## src/rtl/seg7_pkg.sv

```systemverilog
// Shared types and hex-to-segment lookup for the 7-segment scanner.
// Segment order is g..a, active-low.
package seg7_pkg;

  typedef logic [6:0] seg7_t;

  localparam seg7_t SEG7_BLANK = 7'h7F;

  localparam seg7_t HEX_SEG [16] = '{
    7'h40, 7'h79, 7'h24, 7'h30,
    7'h19, 7'h12, 7'h02, 7'h78,
    7'h00, 7'h10, 7'h08, 7'h03,
    7'h46, 7'h21, 7'h06, 7'h0E
  };

  function automatic seg7_t hex2seg(input logic [3:0] nibble);
    return HEX_SEG[nibble];
  endfunction

endpackage

```

## src/rtl/seg7_decode.sv

```systemverilog
// Combinational nibble/blank/dp to active-low segment and dp drive.
import seg7_pkg::*;

module seg7_decode (
  input  logic [3:0] nibble,
  input  logic       blank,
  input  logic       dp_req,
  output seg7_t      seg,
  output logic       dp_n
);

  always_comb begin
    seg  = blank ? SEG7_BLANK : hex2seg(nibble);
    dp_n = ~dp_req;
  end

endmodule

```

## src/rtl/seg7_scanner.sv

```systemverilog
// N-digit common-anode 7-segment scanner with frame shadow and blanking.
// Optional PWM dimming enabled by defining SEG7_DIM_EN.
import seg7_pkg::*;

module seg7_scanner #(
  parameter int NDIGITS  = 4,
  parameter int SCAN_DIV = 100000,
  parameter int CNT_W    = 32
) (
  input  logic                 clk,
  input  logic                 reset,
  input  logic [4*NDIGITS-1:0] digits,
  input  logic [NDIGITS-1:0]   dps,
  input  logic                 lz_blank,
  input  logic [3:0]           brightness,
  output logic [NDIGITS-1:0]   an,
  output seg7_t                seg,
  output logic                 dp,
  output logic                 frame
);

  localparam int IDX_W = (NDIGITS > 1) ? $clog2(NDIGITS) : 1;

  logic [CNT_W-1:0]     cnt_q, cnt_d;
  logic [IDX_W-1:0]     idx_q, idx_d;
  logic [4*NDIGITS-1:0] shd_dig_q, shd_dig_d;
  logic [NDIGITS-1:0]   shd_dps_q, shd_dps_d;
  logic [NDIGITS-1:0]   an_q, an_d;
  seg7_t                seg_q, seg_d;
  logic                 dp_q, dp_d;
  logic                 frame_q, frame_d;

  logic                 tick;
  logic                 first;
  logic [4*NDIGITS-1:0] src_dig;
  logic [NDIGITS-1:0]   src_dps;
  logic [4*NDIGITS-1:0] hi_dig;
  logic [3:0]           cur_nib;
  logic                 cur_blank;
  logic                 cur_dp;
  logic [NDIGITS-1:0]   anode;
  seg7_t                dec_seg;
  logic                 dec_dp;

  assign tick  = (cnt_q == CNT_W'(SCAN_DIV - 1));
  assign first = (idx_q == '0);
  assign anode = ~(NDIGITS'(1) << idx_q);

  // Digit-0 slot reads the live inputs it is capturing this tick.
  always_comb begin
    src_dig   = first ? digits : shd_dig_q;
    src_dps   = first ? dps : shd_dps_q;
    hi_dig    = shd_dig_q >> {idx_q, 2'b00};
    cur_nib   = src_dig[{idx_q, 2'b00} +: 4];
    cur_dp    = src_dps[idx_q];
    cur_blank = lz_blank && !first && (hi_dig == '0);
  end

  seg7_decode u_dec (
    .nibble (cur_nib),
    .blank  (cur_blank),
    .dp_req (cur_dp),
    .seg    (dec_seg),
    .dp_n   (dec_dp)
  );

`ifdef SEG7_DIM_EN
  localparam int PH = SCAN_DIV / 16;

  logic [CNT_W-1:0]   sub_q, sub_d;
  logic [3:0]         ph_q, ph_d;
  logic [3:0]         brt_q, brt_d;
  logic [NDIGITS-1:0] slot_an_q, slot_an_d;
`else
  logic unused_brightness;
  assign unused_brightness = ^brightness;
`endif

  always_comb begin
    cnt_d     = tick ? '0 : cnt_q + 1'b1;
    idx_d     = idx_q;
    shd_dig_d = shd_dig_q;
    shd_dps_d = shd_dps_q;
    seg_d     = seg_q;
    dp_d      = dp_q;
    frame_d   = tick && first;
    if (tick) begin
      idx_d = (idx_q == IDX_W'(NDIGITS - 1)) ? '0 : idx_q + 1'b1;
      seg_d = dec_seg;
      dp_d  = dec_dp;
      if (first) begin
        shd_dig_d = digits;
        shd_dps_d = dps;
      end
    end
`ifdef SEG7_DIM_EN
    sub_d     = sub_q + 1'b1;
    ph_d      = ph_q;
    brt_d     = tick ? brightness : brt_q;
    slot_an_d = tick ? anode : slot_an_q;
    if (tick) begin
      sub_d = '0;
      ph_d  = '0;
    end else if (sub_q == CNT_W'(PH - 1)) begin
      sub_d = '0;
      ph_d  = ph_q + 1'b1;
    end
    an_d = (ph_d <= brt_d) ? slot_an_d : '1;
`else
    an_d = tick ? anode : an_q;
`endif
  end

  always_ff @(posedge clk) begin
    if (reset) begin
      cnt_q     <= '0;
      idx_q     <= '0;
      shd_dig_q <= '0;
      shd_dps_q <= '0;
      an_q      <= '1;
      seg_q     <= SEG7_BLANK;
      dp_q      <= 1'b1;
      frame_q   <= 1'b0;
`ifdef SEG7_DIM_EN
      sub_q     <= '0;
      ph_q      <= '0;
      brt_q     <= '0;
      slot_an_q <= '1;
`endif
    end else begin
      cnt_q     <= cnt_d;
      idx_q     <= idx_d;
      shd_dig_q <= shd_dig_d;
      shd_dps_q <= shd_dps_d;
      an_q      <= an_d;
      seg_q     <= seg_d;
      dp_q      <= dp_d;
      frame_q   <= frame_d;
`ifdef SEG7_DIM_EN
      sub_q     <= sub_d;
      ph_q      <= ph_d;
      brt_q     <= brt_d;
      slot_an_q <= slot_an_d;
`endif
    end
  end

  assign an    = an_q;
  assign seg   = seg_q;
  assign dp    = dp_q;
  assign frame = frame_q;

endmodule

```

## config.mk

```make
export PLATFORM = sky130hd
export DESIGN_NAME = seg7_scanner
export DESIGN_NICKNAME = d
export VERILOG_FILES = /design/src/rtl/seg7_pkg.sv /design/src/rtl/seg7_decode.sv /design/src/rtl/seg7_scanner.sv
export SDC_FILE = /design/constraint.sdc
export NUM_CORES = 1
export LEC_CHECK = 0
export BUFFER_PORTS_ARGS = -buffer_cell sky130_fd_sc_hd__buf_4
export CORE_ASPECT_RATIO = 0.6
export CORE_MARGIN = 1
export CORE_UTILIZATION = 50
export DETAILED_ROUTE_END_ITERATION = 16
export PLACE_DENSITY = 0.74
export SYNTH_ARGS = -nofsm -noshare
export SYNTH_HDL_FRONTEND = slang
export SYNTH_SLANG_ARGS = --single-unit
export TNS_END_PERCENT = 1
```

## constraint.sdc

```tcl
create_clock -name clk -period 3.1 [get_ports clk]
set_input_delay 0.62 -clock clk [delete_from_list [all_inputs] [get_ports clk]]
set_output_delay 0.62 -clock clk [all_outputs]
set_load 0.1 [all_outputs]
```

==> flow_metrics.py, run 1 <==
metrics = {
    "cts": {
        "cts_resized": 0,
        "worstSkewPairLatency_ns": 0.34,
        "numCtsBuffers": 9,
        "cts.htree.levels": 3,
        "clock-sinks": 67,
        "clk_pin_slew_ns": 0.05,
        "post_cts_buffers": 0,
        "cts_root_buf": "clkbuf_16",
        "cts_buffer_depth": 2,
        "cts_tree": "done",
        "cts_hold_buffers": 0,
    },
    "logic_synthesis": {
        "synthMuxAreaShare_pct": 15.9,
        "synthAdderAreaFrac_pct": 4.06,
        "syn_inst": 365,
        "yosys_register_bits": 67,
        "avgSynthCellArea_um2": 9.29,
        "synthXorXnorAreaFrac_pct": 7.24,
        "synth_top_family_by_area": "simple AND/OR/NAND/NOR gates",
        "synthDistinctLibCells": 43,
        "ys_warn_count": 0,
        "synth_ff_type": "dfxtp_1",
        "seq_area_frac_synth_pct": 39.6,
        "netlist_area_mm2": 0.00339,
        "synth_edf_count": 0,
        "synth_compound_area_share_pct": 4.50,
        "syn-num-nets": 403,
        "synthSimpleGateAreaFrac_pct": 25.2,
        "async_reset_ff_share_pct": 0,
    },
    "sta": {
        "skew_ns": 0.00532,
        "hold_viol": 0,
        "setup_viol": 0,
        "period_needed_ns": 2.72,
        "finalSetupTns_ns": 0,
        "rsz0062_at_grt": "false",
        "max_freq_ghz": 0.368,
        "final_max_slew_viol_count": 0,
        "worst_pin_slew_ns": 0.572,
        "maxSlewHeadroom_pct": 61.6,
        "fin_crit_sh_pct": 87.7,
    },
    "global_route": {
        "grt_pass1_wl_um": 13000,
        "grt_pass1_vias": 2565,
        "grt.total_usage_pct": 24.9,
        "gr-total-overflow": 0,
        "antenna_found_initial": 0,
        "grt_max_degree": 38,
    },
    "worst_setup_path": {
        "cp.buffers_inverters": 3,
        "critical_path.top_delay_family": "multiplexers",
        "cp_slowest_cell": "mux4_2",
        "reg2reg_from": "idx_q[1]",
        "endpoint_kind": "register",
        "worstPathArrival_ns": 2.98,
        "critical_path.cell_chain": "inv_1 > ha_1 > mux4_2 > mux2_2 > inv_1 > ha_1 > inv_1 > or3_1 > a31oi_1",
        "slowest_delay_ns": 0.42,
        "crit_start": "idx_q[1]",
        "crit_required_ns": 3.37,
        "cp_common_cell": "inv_1",
        "startpoint_type": "register",
        "worstSetupPathType": "register to register",
        "cp_max_fo": 8,
    },
    "placement": {
        "place_area_mm2": 0.00375,
        "gp_congestion": 0.849,
        "dp_hpwl_um": 5690,
        "place.port_buffers": 35,
    },
    "drt": {
        "via_per_inst": 5.71,
        "first_pass_iters": 4,
        "drc": 0,
        "wirelength_um": 7940,
        "dr_total_vias": 2814,
        "postRouteAntennaNets": 0,
        "drtIter0Drc": 213,
        "wire_per_inst_um": 16.1,
    },
    "final_layout": {
        "final_cell_area_mm2": 0.00404,
        "layout-drive-gt1-share_pct": 18.8,
        "area.growth.synth_to_final_pct": 19.3,
        "layout_common_cells": "67 x dfxtp_1, 65 x nor2_1, 44 x buf_4",
        "fillerInstances": 537,
        "regArea_mm2": 0.00134,
        "utilization_pct": 63.9,
        "n_antenna_cell": 0,
        "multi_input_area_mm2": 0.00193,
        "mostFrequentLayoutCell": "dfxtp_1",
        "fin_nets": 443,
    },
    "floorplanning": {
        "num_rows": 22,
        "core_area_mm2": 0.00633,
        "die_area_mm2": 0.00712,
        "pin_count": 40,
        "die_width_um": 108,
        "die_h_um": 65.8,
        "initial_core_util_pct": 53.5,
    },
    "status": {
        "status": "completed",
    },
    "power": {
        "power.density_mw_per_mm2": 489,
        "p_leak_nw": 1.55,
        "peakVddDrop_mv": 0.476,
    },
    "flow_run": {
        "maxCapViolCount": 0,
    },
    "min_path": {
        "hp-start": "cnt_q[0]",
        "hp-class": "register to register",
    },
}
-- cell usage after synthesis, types with 4 or more instances --
library cell / n / area share [%]
a21oi_1: 10 / 1.5
a31oi_1: 4 / 0.74
and2_1: 5 / 0.92
and3_1: 8 / 1.5
clkbuf_1: 9 / 1.0
dfxtp_1: 67 / 40
ha_1: 11 / 4.1
inv_1: 9 / 1.0
mux2i_1: 24 / 7.1
mux4_2: 7 / 4.7
nand2_1: 19 / 2.1
nand3_1: 16 / 2.4
nand4_1: 11 / 2.0
nor2_1: 65 / 7.2
nor3_1: 8 / 1.2
nor4_1: 15 / 2.8
o21ai_0: 6 / 0.89
or3_1: 4 / 0.74
xnor2_1: 11 / 2.8
xor2_1: 17 / 4.4
-- worst paths after layout --
path / end / slack [ns] / depth (start not counted)
worst max-delay path: seg[4] / 0.38 / 9
worst min-delay path: cnt_q[0] / 0.47 / 1
worst max register to register: seg[4] / 0.38 / 9
worst min register to register: cnt_q[0] / 0.47 / 1
-- worst reg2reg max path, cell delays in order, from the launching register on --
cell,delay [ns]
dfxtp_1,0.39
inv_1,0.11
ha_1,0.40
mux4_2,0.42
mux2_2,0.34
inv_1,0.16
ha_1,0.22
inv_1,0.09
or3_1,0.36
a31oi_1,0.15
-- flip-flops by register name (all words and copies together), names as in the netlist --
name / flops
an: 4
cnt_q: 32
dp: 1
frame: 1
idx_q: 2
seg: 7
shd_dig_q: 16
shd_dps_q: 4
-- cells by family (layout without fill, tap and decap cells) --
group	after synthesis	count (layout)
DFF	67	67
adders and majority gates	11	11
xor gates and xnor gates	28	28
muxes	39	39
AOI/OAI and AO/OA	26	26
buffers and inverters	25	69
and+or+nand+nor	169	169
-- power breakdown --
| group | internal [mW] | switching (mW) |
|---|---|---|
| logic | 0.0440 | 0.0486 |
| clock network | 0.660 | 0.356 |
| registers | 0.865 | 0.00364 |
| total | 1.57 | 0.408 |
-- per-stage QoR --
stage	power [mW]	setup slack [ns]	hold WS [ns]	std cells
after floorplan	0.938	0.422	0.430	365
after global placement	0.974	0.506	0.445	478
after detailed placement	0.977	0.423	0.459	478
after CTS	1.99	0.395	0.471	493
after global routing	2.04	0.189	0.505	493
final	1.98	0.381	0.467	493
-- metal layers --
| layer | vias up | share of wire, % | global-route usage, % |
|---|---|---|---|
| met5 | - | 0 | 0 |
| li1 | 1370 | - | - |
| met4 | 0 | 1.4 | 8.61 |
| met3 | 10 | 6.2 | 7.49 |
| met1 | 1354 | 52 | 37.2 |
| met2 | 80 | 40 | 33.4 |
-- cell type report --
| class | count | share of cell area, % |
|---|---|---|
| Clock buffer | 13 | 6.44 |
| Timing Repair Buffer | 44 | 8.17 |
| Sequential cell | 67 | 33.2 |
| Tap cell | 84 | 2.60 |
| Clock inverter | 2 | 0.866 |
| Inverter | 10 | 0.928 |
| Multi-Input combinational cell | 273 | 47.8 |
(Power assumes the default switching activity.)
==> run 2: changes to the inputs <==
--- a/config.mk
+++ b/config.mk
@@ -9,6 +9,7 @@
 export CORE_ASPECT_RATIO = 0.6
 export CORE_MARGIN = 1
 export CORE_UTILIZATION = 50
+export CTS_BUF_LIST = sky130_fd_sc_hd__clkbuf_8
 export DETAILED_ROUTE_END_ITERATION = 16
 export PLACE_DENSITY = 0.74
 export SYNTH_ARGS = -nofsm -noshare
==> flow_metrics.py, run 2 (same netlist as run 1, synthesis figures left out) <==
metrics = {
    "status": {
        "status": "completed",
    },
    "global_route": {
        "met3_usage_pct": 7.49,
        "grt_busiest_layer": "met1",
        "grt_pass1_vias": 2471,
        "grt_pass1_wl_um": 12700,
        "gr-total-overflow": 0,
        "use_met1_pct": 37.5,
        "use_met2_pct": 30.6,
        "grt_max_degree": 38,
        "grt.total_usage_pct": 24.3,
        "antenna_found_initial": 0,
    },
    "placement": {
        "gp_congestion": 0.849,
        "dp_hpwl_um": 5690,
        "preCtsSetupSlack_ns": 0.423,
        "place.port_buffers": 35,
        "place_area_mm2": 0.00375,
    },
    "final_layout": {
        "final_cell_area_mm2": 0.00394,
        "mostFrequentLayoutCell": "dfxtp_1",
        "n_antenna_cell": 0,
        "fillerInstances": 551,
        "layout-drive-gt1-share_pct": 18.8,
        "top_register": "cnt_q",
        "fin_nets": 443,
        "layout_common_cells": "67 x dfxtp_1, 65 x nor2_1, 44 x buf_4",
        "area.growth.synth_to_final_pct": 16.3,
        "largest_reg_flops": 32,
    },
    "drt": {
        "via_per_inst": 5.62,
        "dr_total_vias": 2773,
        "drtIter0Drc": 214,
        "first_pass_iters": 4,
        "wire_per_inst_um": 15.6,
        "postRouteAntennaNets": 0,
        "wirelength_um": 7700,
        "drc": 0,
    },
    "min_path": {
        "hold_end": "cnt_q[0]",
        "hp-class": "register to register",
        "hp-start": "cnt_q[0]",
        "whs_path_depth": 1,
    },
    "power": {
        "power_frac_seq_pct": 51.3,
        "p_leak_nw": 1.51,
        "switching_share_pct": 22.4,
        "pwr-share-clk_pct": 43.3,
        "power.density_mw_per_mm2": 429,
        "p_int_mw": 1.31,
        "p_switching_mw": 0.380,
        "comb_power_share_pct": 5.4,
        "peakVddDrop_mv": 0.360,
    },
    "flow_run": {
        "maxCapViolCount": 0,
    },
    "cts": {
        "cts_tree": "done",
        "clock-sinks": 67,
        "worstSkewPairLatency_ns": 0.36,
        "cts_resized": 0,
        "cts_hold_buffers": 0,
        "cts_buffer_depth": 2,
        "clk_pin_slew_ns": 0.07,
        "numCtsBuffers": 9,
        "cts.htree.levels": 3,
        "cts_root_buf": "clkbuf_8",
        "post_cts_buffers": 0,
    },
    "sta": {
        "fin_crit_sh_pct": 87.1,
        "worst_slack_ns": 0.398,
        "skew_ns": 0.00752,
        "worst_pin_slew_ns": 0.564,
        "max_freq_ghz": 0.370,
        "final_max_slew_viol_count": 0,
        "maxSlewHeadroom_pct": 62.1,
        "hold_viol": 0,
        "rsz0062_at_grt": "false",
        "finalSetupTns_ns": 0,
        "hold_ws_ns": 0.470,
        "period_needed_ns": 2.70,
        "setup_viol": 0,
    },
    "worst_setup_path": {
        "cp_max_fo": 8,
        "reg2reg_from": "idx_q[1]",
        "rr_endpoint": "seg[5]",
        "worstSetupPathType": "register to register",
        "critical_path.top_delay_family": "multiplexers",
        "worstPathArrival_ns": 2.95,
        "endpoint_kind": "register",
        "crit_required_ns": 3.35,
        "slowest_delay_ns": 0.42,
        "cp.buffers_inverters": 3,
        "critical_path.cell_chain": "inv_1 > ha_1 > mux4_2 > mux2i_2 > inv_2 > ha_1 > inv_1 > nor3b_1 > nor4_1 > a21oi_1",
        "startpoint_type": "register",
        "crit_start": "idx_q[1]",
        "r2r_slack_ns": 0.40,
        "cp_slowest_cell": "mux4_2",
        "r2r_cells": 10,
    },
    "floorplanning": {
        "die_area_mm2": 0.00712,
        "die_h_um": 65.8,
        "num_rows": 22,
        "core_area_mm2": 0.00633,
        "pin_count": 40,
        "die_width_um": 108,
        "initial_core_util_pct": 53.5,
    },
}
==> run 2: cell type report <==
class	instances	area, um^2	share of cell area [%]
Clock buffer	11	151	3.84
Clock inverter	4	42.5	1.08
Inverter	10	37.5	0.952
Multi-Input combinational cell	273	1930	49.1
Sequential cell	67	1340	34.0
Tap cell	84	105	2.67
Timing Repair Buffer	44	330	8.38
==> run 2: through the flow <==
stage	utilization [%]	cells	power, mW
after global placement	59.2	478	0.974
after detailed placement	59.2	478	0.977
after floorplan	-	365	0.938
after CTS	62.3	493	1.71
after global routing	62.3	493	1.75
final	62.3	493	1.69
==> run 2: power groups by stage <==
stage	combinational (mW)	clock [mW]	sequential, mW
after floorplan	0.0521	0	0.886
after global placement	0.0876	0	0.886
after detailed placement	0.0905	0	0.887
after CTS	0.0908	0.747	0.867
after global routing	0.0998	0.785	0.867
final	0.0909	0.732	0.867
==> run 2: worst max path at each step <==
stage	to	depth (start not counted)
2_1_floorplan	seg[2]	10
3_3_place_gp	seg[4]	9
3_5_place_dp	seg[5]	10
4_1_cts	seg[5]	10
5_1_grt	seg[0]	10
6_report	seg[5]	10
==> run 2: metal layers <==
metal	vias up	wire length [um]
met3	7	549
met4	0	96
li1	1370	-
met2	94	2990
met5	-	0
met1	1302	4070
==> run 3: changes to the inputs <==
--- a/config.mk
+++ b/config.mk
@@ -11,8 +11,7 @@
 export CORE_UTILIZATION = 50
 export CTS_BUF_LIST = sky130_fd_sc_hd__clkbuf_8
 export DETAILED_ROUTE_END_ITERATION = 16
-export PLACE_DENSITY = 0.74
+export PLACE_DENSITY = 0.67
 export SYNTH_ARGS = -nofsm -noshare
 export SYNTH_HDL_FRONTEND = slang
 export SYNTH_SLANG_ARGS = --single-unit
-export TNS_END_PERCENT = 1
==> flow_metrics.py, run 3 (same netlist as run 1, synthesis figures left out) <==
metrics = {
    "cts": {
        "clock-sinks": 67,
        "cts.htree.levels": 3,
        "cts_resized": 0,
        "cts_buffer_depth": 2,
        "cts_root_buf": "clkbuf_8",
        "clk_pin_slew_ns": 0.07,
        "cts_tree": "done",
        "numCtsBuffers": 9,
        "cts_hold_buffers": 0,
        "post_cts_buffers": 0,
        "worstSkewPairLatency_ns": 0.35,
    },
    "drt": {
        "via_per_inst": 5.64,
        "drc": 0,
        "postRouteAntennaNets": 0,
        "first_pass_iters": 4,
        "dr_total_vias": 2782,
        "wirelength_um": 7580,
        "wire_per_inst_um": 15.4,
        "drtIter0Drc": 185,
    },
    "power": {
        "p_int_mw": 1.31,
        "pwr-share-clk_pct": 42.9,
        "p_leak_nw": 1.51,
        "power_frac_seq_pct": 51.7,
        "switching_share_pct": 21.8,
        "peakVddDrop_mv": 0.324,
        "p_switching_mw": 0.366,
        "comb_power_share_pct": 5.4,
        "power.density_mw_per_mm2": 425,
    },
    "min_path": {
        "hp-class": "register to register",
    },
    "worst_setup_path": {
        "worstSetupPathType": "register to register",
        "worstPathArrival_ns": 2.98,
        "cp_max_fo": 8,
        "startpoint_type": "register",
        "endpoint_kind": "register",
        "crit_required_ns": 3.33,
    },
    "sta": {
        "skew_ns": 0.00745,
        "setup_viol": 0,
        "rsz0062_at_grt": "false",
        "final_max_slew_viol_count": 0,
        "finalSetupTns_ns": 0,
        "worst_pin_slew_ns": 0.563,
        "fin_crit_sh_pct": 88.6,
        "hold_viol": 0,
        "max_freq_ghz": 0.364,
        "maxSlewHeadroom_pct": 62.2,
        "period_needed_ns": 2.75,
    },
    "placement": {
        "place.port_buffers": 35,
        "dp_hpwl_um": 5450,
        "place_inst": 478,
        "gp_congestion": 0.827,
    },
    "global_route": {
        "grt_max_degree": 38,
        "antenna_found_initial": 0,
        "grt.total_usage_pct": 24.1,
        "gr-total-overflow": 0,
        "grt_pass1_wl_um": 12700,
        "grt_pass1_vias": 2536,
    },
    "floorplanning": {
        "num_rows": 22,
        "initial_core_util_pct": 53.5,
        "core_area_mm2": 0.00633,
        "die_width_um": 108,
        "die_area_mm2": 0.00712,
        "pin_count": 40,
        "die_h_um": 65.8,
    },
    "final_layout": {
        "final_cells": 493,
        "fillerInstances": 558,
        "regArea_mm2": 0.00134,
        "layout_common_cells": "67 x dfxtp_1, 65 x nor2_1, 44 x buf_4",
        "n_antenna_cell": 0,
        "layout-drive-gt1-share_pct": 18.8,
        "fin_nets": 443,
        "mostFrequentLayoutCell": "dfxtp_1",
        "multi_input_area_mm2": 0.00193,
        "largest_reg_flops": 32,
        "area.growth.synth_to_final_pct": 16.3,
        "top_register": "cnt_q",
    },
    "status": {
        "status": "completed",
    },
    "flow_run": {
        "maxCapViolCount": 0,
    },
}
## run 3: cell counts in the layout (fill, tap and decap cells not counted)
No cell type changed its count.
## run 3: path summary, 6_finish.rpt
path	from	end	slack, ns	depth (start not counted)
max	idx_q[1]	seg[5]	0.35	10
min	cnt_q[0]	cnt_q[0]	0.47	1
max reg2reg	idx_q[1]	seg[5]	0.35	10
min reg2reg	cnt_q[0]	cnt_q[0]	0.47	1
## run 3: layout make-up
class | count | area share (%)
Tap cell | 84 | 2.67
Inverter | 10 | 0.952
Clock inverter | 4 | 1.08
Clock buffer | 11 | 3.84
Timing Repair Buffer | 44 | 8.38
Sequential cell | 67 | 34.0
Multi-Input combinational cell | 273 | 49.1
## run 3: metal layers
layer | GRT usage (%) | wire length (um) | vias up | share of wire (%)
li1 | - | - | 1376 | -
met2 | 30.8 | 2840 | 93 | 37
met4 | 6.59 | 62 | 0 | 0.82
met3 | 7.98 | 599 | 7 | 7.9
met1 | 37.1 | 4070 | 1306 | 54
met5 | 0 | 0 | - | 0
## run 3: per-stage QoR
step	util, %	hold slack, ns	area [um^2]	worst slack, ns	power (mW)
final	62.3	0.469	3940	0.353	1.68
after global routing	62.3	0.505	3940	0.118	1.76
after CTS	62.3	0.473	3940	0.375	1.69
after detailed placement	59.2	0.456	3750	0.383	0.975
after global placement	59.2	0.444	3750	0.478	0.974
after floorplan	-	0.430	3390	0.422	0.938
## run 3: worst max-delay path, stage by stage, from the launching register on
cell and delay [ns]:
dfxtp_1 0.39, inv_1 0.10, ha_1 0.41, mux4_2 0.41, mux2i_2 0.36, inv_2 0.10
ha_1 0.22, inv_1 0.09, nor3b_1 0.06, nor4_1 0.36, a21oi_1 0.12
## run 3: power by group through the flow
stage          Clock [mW]  Sequential, mW  Combinational (mW)
2_1_floorplan           0           0.886              0.0521
3_3_place_gp            0           0.886              0.0880
3_5_place_dp            0           0.887              0.0887
4_1_cts             0.738           0.867              0.0895
5_1_grt             0.791           0.867              0.0983
6_report            0.720           0.867              0.0898
